$ cat config.mk
export PLATFORM = sky130hd
export DESIGN_NAME = color_calib_timer
export DESIGN_NICKNAME = d
export VERILOG_FILES = /design/src/rtl/color_calib_timer.sv
export SDC_FILE = /design/constraint.sdc
export NUM_CORES = 1
export LEC_CHECK = 0
export ABC_AREA = 1
export CAP_MARGIN = 20
export CORE_MARGIN = 1.5
export CORE_UTILIZATION = 69
export DETAILED_ROUTE_END_ITERATION = 16
export DONT_BUFFER_PORTS = 1
export PLACE_DENSITY = 0.87
export REMOVE_ABC_BUFFERS = 1
export SYNTH_ARGS = -nofsm -noshare
export SYNTH_HDL_FRONTEND = slang
export SYNTH_SLANG_ARGS = --single-unit
export TNS_END_PERCENT = 5
$ cat constraint.sdc
create_clock -name clk -period 5.7 [get_ports clk]
set_clock_uncertainty 0.05 [all_clocks]
set_input_delay 0.57 -clock clk [delete_from_list [all_inputs] [get_ports clk]]
set_output_delay 0.57 -clock clk [all_outputs]
set_load 0.02 [all_outputs]
$ cat src/rtl/color_calib_timer.sv
// Colour-sensor calibration timer: steps the photodiode filter through up to four
// channels and times PULSE_COUNT sensor edges on each, with settle, watchdog and handshake.
module color_calib_timer #(
  parameter int         NUM_CH         = 3,
  parameter logic [7:0] FILTER_SEQ     = 8'hAC,
  parameter int         PULSE_COUNT    = 256,
  parameter int         TIME_W         = 32,
  parameter int         SETTLE_CYCLES  = 64,
  parameter int         TIMEOUT_CYCLES = 16777216
) (
  input  logic                     clk,
  input  logic                     rst_n,
  input  logic                     start,
  input  logic                     freq_in,
  output logic [1:0]               filter_select,
  output logic                     busy,
  output logic                     done,
  output logic                     ready,
  output logic [NUM_CH*TIME_W-1:0] ch_time,
  output logic [NUM_CH-1:0]        ch_timeout
);

  localparam int EC_W = $clog2(PULSE_COUNT + 1);
  localparam int ST_W = $clog2(SETTLE_CYCLES + 1);

  typedef enum logic [1:0] {S_IDLE, S_SETTLE, S_ARM, S_MEASURE} state_t;

  state_t              state_q, state_d;
  logic                s1_q, s2_q, s3_q;
  logic                sync_edge;
  logic [1:0]          ch_q, ch_d;
  logic [ST_W-1:0]     settle_q, settle_d;
  logic [EC_W-1:0]     ecnt_q, ecnt_d;
  logic [TIME_W-1:0]   tcnt_q, tcnt_d;
  logic [TIME_W-1:0]   wdog_q, wdog_d;
  logic [1:0]          fsel_q, fsel_d;
  logic                busy_q, busy_d;
  logic                done_q, done_d;
  logic                ready_q, ready_d;
  logic [TIME_W-1:0]   time_q [NUM_CH];
  logic [TIME_W-1:0]   time_d [NUM_CH];
  logic [NUM_CH-1:0]   tout_q, tout_d;
  logic                finish_ch;
  logic                timed_out;
  logic [TIME_W-1:0]   result;

  function automatic logic [1:0] code_for(input logic [1:0] c);
    return FILTER_SEQ[{c, 1'b0} +: 2];
  endfunction

  assign sync_edge = s2_q & ~s3_q;

  always_comb begin
    state_d   = state_q;
    ch_d      = ch_q;
    settle_d  = settle_q;
    ecnt_d    = ecnt_q;
    tcnt_d    = tcnt_q;
    wdog_d    = wdog_q;
    fsel_d    = fsel_q;
    busy_d    = busy_q;
    done_d    = 1'b0;
    ready_d   = ready_q;
    time_d    = time_q;
    tout_d    = tout_q;
    finish_ch = 1'b0;
    timed_out = 1'b0;
    result    = '0;

    case (state_q)
      S_IDLE: begin
        fsel_d = FILTER_SEQ[1:0];
        if (start) begin
          for (int i = 0; i < NUM_CH; i++) time_d[i] = '0;
          tout_d   = '0;
          ready_d  = 1'b0;
          busy_d   = 1'b1;
          ch_d     = 2'd0;
          settle_d = '0;
          state_d  = S_SETTLE;
        end
      end
      S_SETTLE: begin
        if (settle_q == ST_W'(SETTLE_CYCLES - 1)) begin
          wdog_d  = '0;
          state_d = S_ARM;
        end else begin
          settle_d = settle_q + ST_W'(1);
        end
      end
      S_ARM: begin
        wdog_d = wdog_q + TIME_W'(1);
        if (sync_edge) begin
          tcnt_d  = '0;
          ecnt_d  = '0;
          state_d = S_MEASURE;
        end
      end
      S_MEASURE: begin
        wdog_d = wdog_q + TIME_W'(1);
        tcnt_d = tcnt_q + TIME_W'(1);
        if (sync_edge) begin
          ecnt_d = ecnt_q + EC_W'(1);
          if (ecnt_q == EC_W'(PULSE_COUNT - 1)) begin
            finish_ch = 1'b1;
            result    = tcnt_q + TIME_W'(1);
          end
        end
      end
      default: state_d = S_IDLE;
    endcase

    // Watchdog overrides a final edge arriving on the same cycle.
    if ((state_q == S_ARM || state_q == S_MEASURE) &&
        wdog_q == TIME_W'(TIMEOUT_CYCLES - 1)) begin
      finish_ch = 1'b1;
      timed_out = 1'b1;
      result    = '1;
    end

    if (finish_ch) begin
      for (int i = 0; i < NUM_CH; i++) begin
        if (ch_q == 2'(i)) begin
          time_d[i] = result;
          if (timed_out) tout_d[i] = 1'b1;
        end
      end
      if (ch_q == 2'(NUM_CH - 1)) begin
        state_d = S_IDLE;
        busy_d  = 1'b0;
        ready_d = 1'b1;
        done_d  = 1'b1;
        fsel_d  = FILTER_SEQ[1:0];
      end else begin
        ch_d     = ch_q + 2'd1;
        settle_d = '0;
        state_d  = S_SETTLE;
        fsel_d   = code_for(ch_q + 2'd1);
      end
    end
  end

  always_ff @(posedge clk) begin
    if (!rst_n) begin
      s1_q     <= 1'b0;
      s2_q     <= 1'b0;
      s3_q     <= 1'b0;
      state_q  <= S_IDLE;
      ch_q     <= 2'd0;
      settle_q <= '0;
      ecnt_q   <= '0;
      tcnt_q   <= '0;
      wdog_q   <= '0;
      fsel_q   <= FILTER_SEQ[1:0];
      busy_q   <= 1'b0;
      done_q   <= 1'b0;
      ready_q  <= 1'b0;
      tout_q   <= '0;
      for (int i = 0; i < NUM_CH; i++) time_q[i] <= '0;
    end else begin
      s1_q     <= freq_in;
      s2_q     <= s1_q;
      s3_q     <= s2_q;
      state_q  <= state_d;
      ch_q     <= ch_d;
      settle_q <= settle_d;
      ecnt_q   <= ecnt_d;
      tcnt_q   <= tcnt_d;
      wdog_q   <= wdog_d;
      fsel_q   <= fsel_d;
      busy_q   <= busy_d;
      done_q   <= done_d;
      ready_q  <= ready_d;
      tout_q   <= tout_d;
      for (int i = 0; i < NUM_CH; i++) time_q[i] <= time_d[i];
    end
  end

  for (genvar gi = 0; gi < NUM_CH; gi++) begin : g_out
    assign ch_time[gi*TIME_W +: TIME_W] = time_q[gi];
  end

  assign filter_select = fsel_q;
  assign busy          = busy_q;
  assign done          = done_q;
  assign ready         = ready_q;
  assign ch_timeout    = tout_q;

endmodule

After elaboration in Yosys (flattened, before gate mapping)
Cells that the tools add are included.
{"block": "word_totals", "ff_bits": 191, "inputBits": 4, "word_cells": 111}
{"block": "op_classes", "addsub": 5, "eq_ne": 14, "n_shift": 1, "mux": 58, "n_bitwise": 2, "reduce_logical": 14}
{"op": "$mux 32", "count": 9}
{"op": "$mux 96", "count": 3}
{"op": "$pmux 32 s2", "count": 2}
{"op": "$add 32x1->32 const B", "count": 2}
{"op": "$eq 32x24->1 const B", "count": 1}
{"op": "$mux 7", "count": 4}
{"op": "$mux 2", "count": 11}
{"op": "$mux 1", "count": 21}
{"op": "$mux 9", "count": 2}
{"op": "$pmux 9 s2", "count": 1}
{"op": "$pmux 7 s2", "count": 1}
{"op": "$add 9x1->9 const B", "count": 1}
{"op": "$eq 9x8->1 const B", "count": 1}
{"op": "$mux 3", "count": 3}
{"op": "$ne 3x3->1 const B", "count": 3}
{"op": "$shiftx 8x4->2 const A", "count": 1}
{"op": "$add 7x1->7 const B", "count": 1}
{"op": "$eq 7x6->1 const B", "count": 1}
{"op": "$eq 2x2->1 const B", "count": 3}
{"op": "$ne 2x2->1 const B", "count": 3}
{"op": "$pmux 2 s3", "count": 1}
{"op": "$reduce_and 2->1", "count": 3}
{"op": "$reduce_bool 2->1", "count": 3}
{"op": "$eq 2x1->1 const B", "count": 2}
{"op": "other kinds (10)", "count": 11}

Logic depth before layout (Yosys ltp)
{"block": "depth", "word_depth": 7, "mapped_depth": 13, "ltp_nobuf": 12}

Worst setup path before layout
OpenSTA, ideal clock, no wires.
{"block": "synth_path", "path_kind": "register to register", "startpoint": "register ecnt_q[0]", "endpoint": "register time_q, in the netlist ch_time[54]", "setup_time_ns": 0.112, "arrival_ns": 1.813, "t_required_ns": 5.538, "slack_ns": 3.725, "path_stages_with_launch": 14, "path_buffers": 2, "period_less_slack_ns": 1.975, "cell_sequence": "dfxtp_1 -> ha_1 -> nand3_1 -> nor2_1 -> nand3_1 -> nor2_1 -> ha_1 -> nand2_2 -> nand2_4 -> nand2_2 -> buf_4 -> buf_6 -> nor2_1 -> nor2_1"}
{"block": "synth_via", "elab_chain_cells": 7, "word_cells_on_any_way": 11, "cone_classes": "eq/ne (1); mux (10)"}
{"element": "from (decl)", "line_no": "33", "source": "logic [EC_W-1:0] ecnt_q, ecnt_d;"}
{"element": "from (signal assigned)", "line_no": "167", "source": "ecnt_q <= ecnt_d;"}
{"element": "$eq 9x8->1 *", "line_no": "104", "source": "if (ecnt_q == EC_W'(PULSE_COUNT - 1)) begin"}
{"element": "$mux 32", "line_no": "104"}
{"element": "$mux 32", "line_no": "102", "source": "if (sync_edge) begin"}
{"element": "$mux 32", "line_no": "70", "source": "case (state_q)"}
{"element": "$mux 32", "line_no": "114", "source": "if ((state_q == S_ARM || state_q == S_MEASURE) &&"}
{"element": "$mux 32", "line_no": "123", "source": "if (ch_q == 2'(i)) begin"}
{"element": "$mux 96 *", "line_no": "121", "source": "if (finish_ch) begin"}
{"element": "to (decl)", "line_no": "40", "source": "logic [TIME_W-1:0] time_q [NUM_CH];"}
Mark *: on every way between the ends. The rest lies on a longest branch, timed or not.
A chain may end at the register's enable or synchronous reset.

Final worst setup path
{"block": "layout_path", "startpoint": "register state_q[0]", "endpoint": "register time_q, in the netlist ch_time[67]"}
{"block": "layout_via", "elab_chain_cells": 6, "word_cells_on_any_way": 12, "cone_classes": "eq/ne (2); mux (7); reduce/logical (3)"}
{"element": "from (decl)", "line_no": "28", "source": "state_t state_q, state_d;"}
{"element": "from (signal assigned)", "line_no": "164", "source": "state_q <= state_d;"}
{"element": "$eq 2x2->1 (on tied branches)", "line_no": "114, 70"}
{"element": "$logic_or 1x1->1", "line_no": "114"}
{"element": "$logic_and 1x1->1", "line_no": "114"}
{"element": "$mux 32", "line_no": "114"}
{"element": "$mux 32", "line_no": "123"}
{"element": "$mux 96 *", "line_no": "121"}
Marks and branches as above.

==> summary.txt <==
Setup path
  – Worst flop-to-flop path startpoint: state_q[0]
  – Reg-to-reg setup timing slack: between 1.5 and 2 ns
  – Reg2reg end: ch_time[67]
  – Crit path DAT: about 4.3 ns
  – Crit start category: register
  – Crit Path Class: reg -> reg
  – CP max FO: 44
  – Worst Setup End Kind: register
  – Worst EP required: about 6 ns
  – Worst-case reg-to-reg path depth: 12

Cells and area
  – N_diodes: 0
  – Non-Filler Instances: about 1600
  – Reg area: 3820 sq um
  – P&R area growth vs syn: 6.54%
  – Multi-input logic area: between 4000 and 5000 sq um
  – Final-stage net count: around 1400
  – Post-layout util: 0.764
  – Number of fillers in the final layout: ~1000
  – Share of cells above drive strength 1: 0.0470
  – Fin area: between 9000 and 10000 sq um

STA
  – Fin. max-slew vios: 0
  – Actual slew at the worst max-slew pin: between 0.9 and 1 ns
  – RSZ-0062 raised after global routing: no
  – Final Cycle Share: 0.696
  – Hold Slack: about 0.18 ns
  – Fmax: between 0.2 and 0.3 GHz
  – Fin. Hold Viols: 0
  – Min cycle time layout: 3.97 ns
  – Rel. slew slack: 0.357
  – Setup TNS: 0 ns
  – Endpoints failing setup: 0
  – Final WS setup: 1.73 ns

Place
  – Post-detail-place hpwl: roughly 15000 microns
  – RePlAce Congestion: 0.953
  – Buffers on Ports: 0
  – Placed Area: 9220 sq um
  – Pre-CTS setup slack: between 1.5 and 2 ns
  – Placed instance count: between 1500 and 2000

Route
  – Detailed Route Iter0 Violations: 864
  – First-pass iteration count of the detailed router: 8
  – Drt wl/cell: approximately 15 microns
  – Vias/cell: roughly 5.7
  – Residual DRC: 0
  – Vias post-DR: about 8900
  – Routed Wire Length: ~23000 microns
  – Post-route ant nets: 0

Synth
  – Post-synth EDFFs: 0
  – Synth warn: 0
  – Leading register cell type out of synthesis: dfxtp_1
  – Yosys top cell by area: dfxtp_1
  – Post-synth ARST share: 0
  – Cells after Synth: about 1400
  – Cell area after synthesis: between 9000 and 10000 sq um
  – Post-synth top area share: 0.416
  – Top cells by count, synth: 475 x nand2_1, 226 x nor2_1, 191 x dfxtp_1, 92 x nand3_1, 91 x inv_1
  – Top cells by area, synth: dfxtp_1 42%, nand2_1 19%, nor2_1 9.2%
  – Syn Area/Cell: ~6.6 sq um
  – Most common cell in the synthesized netlist: nand2_1
  – Distinct cells, synth: 39
  – Register area share after synthesis: 0.416
  – Synthesized flop and latch total: between 150 and 200

Power and ir drop
  – Leakage: about 4 nW
  – VDD IR max: 262 uV
  – Power Density: 293 nW/um^2
  – Overall power: roughly 2.9 mW

Clock tree
  – Root buf cell: clkbuf_16
  – Clock tree from TritonCTS: yes
  – Htree depth: 4
  – Clock Sink Count: 191
  – Skew-Pair Late Insertion Delay: about 0.44 ns
  – Worst-path clk slew: 0.07 ns
  – Clock buffer depth: 2
  – Total CTS buffers: 17
  – Setup Fix Bufs, Post-CTS: 0
  – Cts repair resizes: 0
  – CTS Hold Bufs: 0

Floorplanning
  – Die W: about 120 microns
  – Starting Density: 0.717
  – Num rows: 41
  – Die area: 14000 sq um
  – Core ar.: between 10000 and 15000 sq um
  – # IOs: 108
  – Die Span Y: roughly 120 microns

Run status
  – Run status: finished clean

Flow run
  – Max Cap Viol: 0

Min path
  – Worst Hold Class: in -> reg
  – Hold path depth: 2
  – Hold path startpoint: freq_in
  – Endpoint, Worst Hold: s1_q

Global route
  – Largest net degree at the start of global routing: between 70 and 80
  – Antenna violations before repair: 0
  – Vias in the first global route: 8257
  – First-pass GRT wire length: 38900 microns
  – Total gr overflow: 0
  – Overall routing resource usage: 0.338
worst max-delay path, cell delays in order (launching register included):
cell and delay (ns):
dfxtp_1 0.34, inv_1 0.12, ha_1 0.15, inv_1 0.07
nand2_1 0.43, nand2_1 0.10, nor2_1 0.19, nand4_4 0.58
nand2_4 0.36, nand2_2 0.46, nor2_4 0.77, nand2_1 0.12
nand2_1 0.14
layer usage:
metal	wire [microns]	GRT usage
met5	0	0
met4	474	0.119
met3	2250	0.0898
met2	10800	0.559
met1	9760	0.426
cell families (layout without fill, tap and decap cells):
group / Yosys count / after routing / share of synthesized area
buffers and inverters: 155 / 135 / 0.0671
AND/OR/NAND/NOR: 856 / 856 / 0.381
flip-flops: 191 / 191 / 0.416
adder cells (fa/ha/maj): 10 / 10 / 0.0136
XOR/XNOR: 15 / 15 / 0.0143
AO/OA/AOI/OAI: 177 / 177 / 0.108
registers in the layout, indices dropped and copies added (netlist names), named ones only:
| name | flops |
|---|---|
| ch_time | 96 |
| settle_q | 7 |
| ecnt_q | 9 |
| ready | 1 |
| s1_q | 1 |
| wdog_q | 32 |
| s3_q | 1 |
| busy | 1 |
| done | 1 |
| state_q | 2 |
| ch_q | 1 |
| s2_q | 1 |
| filter_select | 2 |
| ch_timeout | 3 |
| tcnt_q | 32 |
where the power goes:
group / total [mW] / switching (mW) / leakage [nW] / internal [mW]
Sequential: 1.37 / 0.0164 / 1.54 / 1.35
Clock: 1.16 / 0.513 / 0.267 / 0.645
Combinational: 0.351 / 0.275 / 2.28 / 0.0758
final cells by class:
type / count / share of cell area
multi-input cells: 1058 / 0.486
flip-flops and latches: 191 / 0.390
clock buffers: 22 / 0.0494
inverters: 97 / 0.0372
well taps: 172 / 0.0220
clock inverters: 8 / 0.00843
repair buffers: 8 / 0.00689
worst max-delay path by stage:
stage / slack [ns] / startpoint / endpoint / cells after the start
floorplan: 2.13 / state_q[0] / ch_time[60] / 9
CTS: 1.80 / state_q[0] / ch_time[67] / 12
finish: 1.73 / state_q[0] / ch_time[67] / 12
detailed placement: 1.90 / state_q[0] / ch_time[67] / 12
global placement: 2.14 / state_q[0] / ch_time[89] / 12
global route: 1.41 / state_q[0] / ch_time[67] / 12
cells in the final DEF (no fill, tap or decap), types with 7 or more instances in the layout:
cell type,netlist,layout
buf_4,4,7
dfxtp_1,191,191
or2_2,9,9
clkbuf_16,0,17
nand2_1,475,474
inv_1,91,90
o21ai_0,61,61
xor2_1,8,8
xnor2_1,7,7
nand4_1,24,24
nor2_1,226,225
nand3_1,92,92
ha_1,10,10
a21oi_1,70,70
a22oi_1,28,28
nor3_1,9,9
No activity file was read; power rests on OpenSTA's default activity.
